**src/rtl/mode_counter.sv**
```systemverilog
// Up/down step counter that pulses on reaching all-ones/all-zeros and tallies those events into a game.
// Define GAMEOVER_HOLD_EN to freeze on game over until a load, instead of restarting on the next edge.
module mode_counter #(
  parameter int WIDTH     = 4,
  parameter int TALLY_MAX = 15
) (
  input  logic             clk,
  input  logic             rst,
  input  logic             en,
  input  logic [1:0]       mode,
  input  logic             load,
  input  logic [WIDTH-1:0] init_value,
  output logic [WIDTH-1:0] count,
  output logic             winner,
  output logic             loser,
  output logic             winner_flag,
  output logic             loser_flag
);

  localparam logic [3:0] TMAX = 4'(TALLY_MAX);

  logic [WIDTH-1:0] count_q, count_d, step, nxt;
  logic             winner_q, winner_d, loser_q, loser_d;
  logic             winner_flag_q, winner_flag_d, loser_flag_q, loser_flag_d;
  logic [3:0]       win_tally_q, win_tally_d, lose_tally_q, lose_tally_d;
  logic             game_over;

  always_comb begin
    case (mode)
      2'b00:   step = WIDTH'(1);
      2'b01:   step = WIDTH'(2);
      2'b10:   step = '1;            // -1 in two's complement
      default: step = ~WIDTH'(1);    // -2
    endcase
  end

  assign nxt       = count_q + step;
  assign game_over = winner_flag_q | loser_flag_q;

  always_comb begin
    count_d       = count_q;
    winner_d      = 1'b0;
    loser_d       = 1'b0;
    win_tally_d   = win_tally_q;
    lose_tally_d  = lose_tally_q;
    winner_flag_d = winner_flag_q;
    loser_flag_d  = loser_flag_q;
    if (game_over) begin
`ifdef GAMEOVER_HOLD_EN
      if (load) begin
        count_d       = init_value;
        win_tally_d   = '0;
        lose_tally_d  = '0;
        winner_flag_d = 1'b0;
        loser_flag_d  = 1'b0;
      end
`else
      count_d       = '0;
      win_tally_d   = '0;
      lose_tally_d  = '0;
      winner_flag_d = 1'b0;
      loser_flag_d  = 1'b0;
`endif
    end else if (load) begin
      count_d = init_value;
    end else if (en) begin
      count_d  = nxt;
      winner_d = &nxt;
      loser_d  = ~|nxt;
      // the flag rises on the same edge as the pulse that completes the tally
      if (winner_d) begin
        win_tally_d = win_tally_q + 4'd1;
        if (win_tally_d == TMAX) winner_flag_d = 1'b1;
      end
      if (loser_d) begin
        lose_tally_d = lose_tally_q + 4'd1;
        if (lose_tally_d == TMAX) loser_flag_d = 1'b1;
      end
    end
  end

  always_ff @(posedge clk or posedge rst) begin
    if (rst) begin
      count_q       <= '0;
      winner_q      <= 1'b0;
      loser_q       <= 1'b0;
      win_tally_q   <= '0;
      lose_tally_q  <= '0;
      winner_flag_q <= 1'b0;
      loser_flag_q  <= 1'b0;
    end else begin
      count_q       <= count_d;
      winner_q      <= winner_d;
      loser_q       <= loser_d;
      win_tally_q   <= win_tally_d;
      lose_tally_q  <= lose_tally_d;
      winner_flag_q <= winner_flag_d;
      loser_flag_q  <= loser_flag_d;
    end
  end

  assign count       = count_q;
  assign winner      = winner_q;
  assign loser       = loser_q;
  assign winner_flag = winner_flag_q;
  assign loser_flag  = loser_flag_q;

endmodule

```
**config.mk**
```make
export PLATFORM = sky130hd
export DESIGN_NAME = mode_counter
export DESIGN_NICKNAME = d
export VERILOG_FILES = /design/src/rtl/mode_counter.sv
export SDC_FILE = /design/constraint.sdc
export NUM_CORES = 1
export LEC_CHECK = 0
export BUFFER_PORTS_ARGS = -buffer_cell sky130_fd_sc_hd__clkbuf_2
export CAP_MARGIN = 40
export CELL_PAD_IN_SITES_DETAIL_PLACEMENT = 1
export CELL_PAD_IN_SITES_GLOBAL_PLACEMENT = 2
export CORE_AREA = 2 2 67 69
export CTS_CLUSTER_SIZE = 20
export DETAILED_ROUTE_END_ITERATION = 16
export DIE_AREA = 0 0 69 71
export GPL_ROUTABILITY_DRIVEN = 0
export PLACE_DENSITY_LB_ADDON = 0.1
export RECOVER_POWER = 25
export REMOVE_ABC_BUFFERS = 1
export SETUP_SLACK_MARGIN = 0.4
export SLEW_MARGIN = 25
export SYNTH_ARGS = -nofsm -noshare
export SYNTH_HDL_FRONTEND = slang
export SYNTH_SLANG_ARGS = --single-unit
```
**constraint.sdc**
```tcl
create_clock -name clk -period 2.95 [get_ports clk]
set_input_delay 0.295 -clock clk [delete_from_list [all_inputs] [get_ports clk]]
set_output_delay 0.295 -clock clk [all_outputs]
set_load 0.05 [all_outputs]
```
==> flow_metrics.py, run 1 <==
metrics = {
    "outcome": {
        "run_status": "complete, no violations",
    },
    "sta": {
        "final_worst_clock_skew_ps": 2.45,
        "timing_hold_violations_final": 0,
        "setup_viol": 0,
        "period_needed_ps": 2330,
        "period_share_pct": 78.9,
        "grt_setup_unrepaired": "false",
        "timing.slew.headroom_pct": 56.4,
        "transition_time_at_the_pin_with_the_least_slew_margin_ps": 654,
        "tns_ps": 0,
        "timing_max_transition_violations_final": 0,
        "achievable-frequency_ghz": 0.429,
    },
    "floorplanning": {
        "area_of_the_core_um2": 4200,
        "fp.dieArea_um2": 4900,
        "die_w_um": 69,
        "placementRows": 24,
        "die_h_um": 71,
        "io_pins": 18,
        "start_util_pct": 25.6,
    },
    "detailed_routing": {
        "antenna_violating_nets_post_route": 0,
        "route.detailed.wl_per_inst_um": 14.4,
        "drt-pass1-iter-count": 4,
        "drt_iter0_drc": 32,
        "avgViaCountPerCell": 4.74,
        "drt_wl_total_mm": 2.66,
        "detailroute.via_count": 877,
        "route.detailed.drc": 0,
    },
    "clock_tree": {
        "clock-sinks": 16,
        "post_cts_hold_buffer_count": 0,
        "clock_tree_from_tritoncts": "built",
        "post-cts-setup-buffer-count": 0,
        "clock_insertion_delay_worst_skew_ps": 250,
        "post_cts_sizing": 0,
        "cts-buffers-inserted": 3,
        "cts-htree-levels": 1,
        "clock_pin_slew_on_the_worst_setup_and_hold_paths_ps": 70,
        "clock_path_buffers": 2,
        "cts_root_buf": "sky130_fd_sc_hd__clkbuf_8",
    },
    "synth": {
        "synth.yosys.seq_area_share_pct": 37.2,
        "synth-warning-count": 0,
        "synth_ff_type": "sky130_fd_sc_hd__dfrtp_1",
        "synth_edf_count": 0,
        "synth_area_um2": 1080,
        "post_synth_inst_count": 115,
        "synth.lib_cells_used.distinct": 37,
        "ys_seq_elements": 16,
        "post_synth.cell_area_avg_um2": 9.36,
        "synth_async_sr_flop_share_pct": 100,
    },
    "power_and_ir_drop": {
        "vdd_ir_drop_max_mv": 0.209,
        "cellLeakagePower_uw": 0.000653,
        "power-per-cell-area_nw_per_um2": 728,
    },
    "placement": {
        "cell_area_after_placement_um2": 1210,
        "detailedPlacementHpwl_mm": 2.08,
        "port_buffers": 17,
    },
    "layout": {
        "design.final.nets": 152,
        "layout.filler_cells": 499,
        "proportion_of_layout_cells_with_a_drive_suffix_above_1_pct": 21.1,
        "area_growth_syn_to_layout_pct": 17.7,
        "antenna_cells": 0,
        "finish.instance_area_um2": 1270,
    },
    "critical_path": {
        "worst_r2r_startpoint": "count[0]$_DFFE_PP0P_",
        "cp_data_required_time_ps": 3130,
        "setup.reg_to_reg.worst_slack_ps": 620,
        "start_kind": "flop",
        "critical_path.max_fanout": 3,
        "critPathKind": "reg2reg",
        "worstPathArrival_ps": 2510,
        "cp_endpoint_kind": "flop",
        "timing.rr.end": "lose_tally_q[3]$_DFFE_PP0P_",
        "r2r_cells": 7,
    },
    "grt": {
        "grt.overflow.total": 0,
        "grt_util_all_layers_pct": 11.5,
        "grt_start_max_net_pins": 17,
        "antenna_violations_before_repair": 0,
        "number_of_global_route_vias_before_repair": 932,
        "global_route_wire_length_before_repair_mm": 4.55,
    },
    "min_path": {
        "holdCritPathClass": "in2async",
    },
    "flow_run": {
        "max_cap_viol_count": 0,
    },
}
-- flip-flops by register name (all words and copies together), names as in the netlist --
name / count
loser_flag: 1
lose_tally_q: 4
loser: 1
win_tally_q: 4
winner: 1
count: 4
winner_flag: 1
-- kinds of logic (layout without fill, tap and decap cells) --
family,count (synthesis),in the layout,synth area share (%)
AND/OR/NAND/NOR,47,47,24.4
AO/OA/AOI/OAI,19,19,12.3
flip-flops,16,16,37.2
buffers and inverters,13,31,5.23
multiplexers,9,9,8.37
adder cells (fa/ha/maj),8,8,10.0
XOR/XNOR,3,3,2.44
-- per-stage QoR --
step	worst slack (ps)	total power, uW	utilization, %	hold WS [ps]	instances
final	621	922	30.1	104	185
after global routing	448	1010	30.1	158	185
after CTS	607	935	30.1	133	185
after detailed placement	602	725	28.8	408	181
after global placement	616	711	28.8	415	181
after floorplan	560	624	-	209	111
-- worst max-delay path by stage --
stage	startpoint	to	slack (ps)	cells after the start
5_1_grt	count[0]$_DFFE_PP0P_	lose_tally_q[3]$_DFFE_PP0P_	450	7
4_1_cts	count[0]$_DFFE_PP0P_	lose_tally_q[3]$_DFFE_PP0P_	610	7
3_3_place_gp	mode[1]	lose_tally_q[3]$_DFFE_PP0P_	620	7
3_5_place_dp	mode[1]	loser_flag$_DFFE_PP0P_	600	7
6_report	count[0]$_DFFE_PP0P_	lose_tally_q[3]$_DFFE_PP0P_	620	7
2_1_floorplan	count[0]$_DFFE_PP0P_	lose_tally_q[3]$_DFFE_PP0P_	560	7
-- critical path, stage by stage, from the launching register on --
cell and delay [ps]:
sky130_fd_sc_hd__dfrtp_1 390, sky130_fd_sc_hd__ha_1 180, sky130_fd_sc_hd__inv_1 50, sky130_fd_sc_hd__fa_1 520
sky130_fd_sc_hd__nor4bb_1 450, sky130_fd_sc_hd__nand2_1 160, sky130_fd_sc_hd__a211oi_1 290, sky130_fd_sc_hd__mux2i_1 220
-- cell type report --
type                       count  area [um2]  share of cell area, %
timing repair buffer          18        92.6                   7.31
clock buffer                   4        55.1                   4.35
multi-input combinational     86         619                   48.9
sequential                    16         400                   31.6
tap                           52        65.1                   5.14
inverter                       9        33.8                   2.67
-- power by group --
part / switching [uW] / total, uW / internal, uW
clock network: 83.9 / 203 / 119
registers: 76.5 / 357 / 280
logic: 204 / 363 / 159
-- metal layers --
| layer | global-route usage, % | wire length (um) | up-vias |
|---|---|---|---|
| li1 | - | - | 439 |
| met1 | 15.7 | 1340 | 420 |
| met2 | 18.7 | 1200 | 14 |
| met3 | 2.28 | 90 | 4 |
| met4 | 3.27 | 27 | 0 |
| met5 | 0 | 0 | - |
-- cells in the final DEF (no fill, tap or decap), drive strengths merged, types with 2 or more instances in the layout --
master / instances
inv: 9
nand2: 13
or3: 6
mux2i: 9
and3: 3
dfrtp: 16
nand2b: 2
nand4: 2
or2: 2
and4: 2
nand3: 4
clkbuf: 21
o21ai: 4
a211oi: 2
nor2b: 2
xor2: 3
a21oi: 6
nor2: 6
ha: 7
-- cells in the mapped netlist, types with 2 or more instances --
master	instances	area share [%]
sky130_fd_sc_hd__dfrtp_1	16	37
sky130_fd_sc_hd__a21oi_1	5	2.3
sky130_fd_sc_hd__o21ai_0	2	0.93
sky130_fd_sc_hd__nand3_1	4	1.9
sky130_fd_sc_hd__nor2_1	6	2.1
sky130_fd_sc_hd__nand4_1	2	1.2
sky130_fd_sc_hd__xor2_1	3	2.4
sky130_fd_sc_hd__nand2_1	13	4.5
sky130_fd_sc_hd__nor2b_1	2	1.2
sky130_fd_sc_hd__and3_1	2	1.2
sky130_fd_sc_hd__a211oi_1	2	1.4
sky130_fd_sc_hd__nand2b_1	2	1.2
sky130_fd_sc_hd__o21ai_1	2	0.93
sky130_fd_sc_hd__mux2i_1	9	8.4
sky130_fd_sc_hd__inv_1	9	3.1
sky130_fd_sc_hd__or3_1	6	3.5
sky130_fd_sc_hd__ha_1	7	8.1
sky130_fd_sc_hd__or2_2	2	1.2
sky130_fd_sc_hd__clkbuf_1	3	1.0
Power figures use the tool's default switching activity.
==> run 2: changes to the inputs <==
- ABC_AREA: not set -> 1
- CORE_AREA: 2 2 67 69 -> 2 2 64 66
- DIE_AREA: 0 0 69 71 -> 0 0 66 68
- clock period: 2.95 -> 2.4 ns (I/O delays scaled with it)
==> flow_metrics.py, run 2 <==
metrics = {
    "grt": {
        "number_of_global_route_vias_before_repair": 845,
        "grt_util_all_layers_pct": 12.1,
        "antenna_violations_before_repair": 0,
        "grt_start_max_net_pins": 19,
        "global_route_wire_length_before_repair_mm": 4.11,
        "grt.overflow.total": 0,
    },
    "critical_path": {
        "crit_slowest_cell": "sky130_fd_sc_hd__fa_1",
        "path_cells": "ha_2 -> inv_1 -> fa_1 -> nor2_2 -> nand3_2 -> nor2_4 -> buf_4 -> nand4_1 -> nand2_1",
        "cp_endpoint_kind": "flop",
        "critical_path.max_fanout": 4,
        "worstPathArrival_ps": 2040,
        "cp_data_required_time_ps": 2590,
        "setup.reg_to_reg.worst_slack_ps": 540,
        "start_kind": "flop",
        "critPathKind": "reg2reg",
        "critPathMaxStageDelay_ps": 440,
    },
    "synth": {
        "synthDominantAreaCellType": "sky130_fd_sc_hd__dfrtp_1",
        "post_synth.cell_area_avg_um2": 8.12,
        "post_synth_inst_count": 122,
        "yosysMostFrequentCell": "sky130_fd_sc_hd__nand2_1",
        "ys_seq_elements": 16,
        "synth_compound_gate_area_share_pct": 4.55,
        "synth_edf_count": 0,
        "synth.cells.most_frequent": "28 x sky130_fd_sc_hd__nand2_1, 16 x sky130_fd_sc_hd__dfrtp_1, 16 x sky130_fd_sc_hd__inv_1",
        "synth_area_um2": 991,
        "synth.lib_cells_used.distinct": 21,
        "synthXorXnorAreaFrac_pct": 5.30,
        "synth_simple_gate_area_share_pct": 32.1,
        "synthMuxAreaShare_pct": 0,
        "yosys.area_share.adder_pct": 10.9,
        "synth_ff_type": "sky130_fd_sc_hd__dfrtp_1",
        "synth_area_leaders": "sky130_fd_sc_hd__dfrtp_1 40%, sky130_fd_sc_hd__nand2_1 11%, sky130_fd_sc_hd__ha_1 8.8%",
        "synth_top_family_by_area": "simple AND/OR/NAND/NOR gates",
        "synth_top_area_share_pct": 40.4,
        "synth.yosys.seq_area_share_pct": 40.4,
        "synth-warning-count": 0,
        "synth_async_sr_flop_share_pct": 100,
    },
    "sta": {
        "tns_ps": 0,
        "setup_viol": 0,
        "timing_hold_violations_final": 0,
        "final_worst_clock_skew_ps": 1.03,
        "timing.slew.headroom_pct": 56.3,
        "period_needed_ps": 1860,
        "transition_time_at_the_pin_with_the_least_slew_margin_ps": 654,
        "timing_max_transition_violations_final": 0,
        "achievable-frequency_ghz": 0.539,
        "period_share_pct": 77.3,
        "grt_setup_unrepaired": "true",
    },
    "power_and_ir_drop": {
        "vdd_ir_drop_max_mv": 0.228,
        "cellLeakagePower_uw": 0.000667,
        "power-per-cell-area_nw_per_um2": 750,
    },
    "floorplanning": {
        "start_util_pct": 25.7,
        "io_pins": 18,
        "placementRows": 23,
        "fp.dieArea_um2": 4490,
        "area_of_the_core_um2": 3860,
        "die_w_um": 66,
        "die_h_um": 68,
    },
    "clock_tree": {
        "clock-sinks": 16,
        "clock_path_buffers": 2,
        "cts_root_buf": "sky130_fd_sc_hd__clkbuf_8",
        "cts-buffers-inserted": 3,
        "clock_pin_slew_on_the_worst_setup_and_hold_paths_ps": 70,
        "post_cts_hold_buffer_count": 0,
        "clock_tree_from_tritoncts": "built",
        "cts-htree-levels": 1,
        "clock_insertion_delay_worst_skew_ps": 240,
    },
    "outcome": {
        "run_status": "complete, no violations",
    },
    "layout": {
        "final_common_cell": "sky130_fd_sc_hd__nand2_1",
        "multiInputGateArea_um2": 541,
        "ff_latch_area_um2": 400,
        "proportion_of_layout_cells_with_a_drive_suffix_above_1_pct": 23.9,
        "antenna_cells": 0,
        "area_growth_syn_to_layout_pct": 22.2,
        "final_cell_mix": "28 x sky130_fd_sc_hd__nand2_1, 17 x sky130_fd_sc_hd__clkbuf_2, 16 x sky130_fd_sc_hd__inv_1, 16 x sky130_fd_sc_hd__dfrtp_1, 12 x sky130_fd_sc_hd__nand3_1",
        "layout.filler_cells": 481,
        "finish.instance_area_um2": 1210,
        "design.final.nets": 161,
    },
    "detailed_routing": {
        "route.detailed.drc": 0,
        "drt-pass1-iter-count": 4,
        "antenna_violating_nets_post_route": 0,
        "detailroute.via_count": 887,
        "drt_wl_total_mm": 2.38,
        "drt_iter0_drc": 34,
        "avgViaCountPerCell": 4.62,
        "route.detailed.wl_per_inst_um": 12.4,
    },
    "placement": {
        "port_buffers": 17,
        "detailedPlacementHpwl_mm": 1.92,
        "cell_area_after_placement_um2": 1130,
    },
    "min_path": {
        "holdCritPathClass": "in2async",
    },
    "flow_run": {
        "max_cap_viol_count": 0,
    },
}
run 2: cell types whose count changed after synthesis, sizes merged, moves of 3 or more:
cell	delta
inv	+7
nand4	+7
and3	-3
xnor2	+3
nand3	+10
nor2	+6
mux2i	-9
a21oi	-4
or3	-6
nand2	+18
run 2: per-stage QoR:
step	setup WS (ps)	hold slack (ps)	power (uW)	cells	utilization [%]
2_1_floorplan	295	154	588	120	-
3_3_place_gp	492	361	667	187	29.3
3_5_place_dp	421	357	672	187	29.3
4_1_cts	426	88.6	920	191	30.9
5_1_grt	366	119	987	192	31.4
6_report	544	56.5	909	192	31.4
run 2: per-layer routing:
layer	part of all wire, %	routed length (um)	vias to the layer above	GRT usage [%]
met5	0	0	-	0
met3	4.4	104	2	1.97
met4	0.42	10	0	3.06
met2	45	1060	21	19.6
li1	-	-	442	-
met1	50	1200	422	16.9
run 2: area by class of cell:
type                            instances  area share [%]
Sequential cell                        16            33.1
Clock buffer                            4            4.55
Tap cell                               50            5.17
Timing Repair Buffer                   18            7.64
Inverter                               16            4.96
Multi-Input combinational cell         88            44.6
run 2: cells by family (layout without fill, tap and decap cells):
| logic type | count (synthesis) | in the layout |
|---|---|---|
| xor gates and xnor gates | 6 | 6 |
| buffers and inverters | 18 | 38 |
| DFF | 16 | 16 |
| AOI/OAI and AO/OA | 8 | 8 |
| adders and majority gates | 8 | 8 |
| and+or+nand+nor | 66 | 66 |
run 2: worst max-delay path: cells and delay by family, from the launching register on:
kind | cells | cell delay [ps]
buffers and inverters | 2 | 190
and+or+nand+nor | 5 | 560
DFF | 1 | 400
adders and majority gates | 2 | 640
run 2: where the power goes:
group,switching (uW),total [uW],internal (uW)
registers,40.5,351,310
clock network,94.3,240,145
logic,215,318,103
run 2: what timing repair did:
item / in CTS / in global routing
gates resized for setup: 1 / 4
setup endpoints to repair: 1 / 6
endpoints found under the hold margin: 0 / 0
setup buffers: 0 / 1
pin swaps: 0 / 4
run 2: final timing paths:
path	from	to	cells after the start
worst max-delay path	count[0]$_DFFE_PP0P_	win_tally_q[1]$_DFFE_PP0P_	9
worst min-delay path	rst	winner_flag$_DFFE_PP0P_	2
worst max register to register	count[0]$_DFFE_PP0P_	win_tally_q[1]$_DFFE_PP0P_	9
worst min register to register	count[2]$_DFFE_PP0P_	count[2]$_DFFE_PP0P_	2
max in group asynchronous	rst	count[1]$_DFFE_PP0P_	2
min in group clk	init_value[3]	count[3]$_DFFE_PP0P_	3
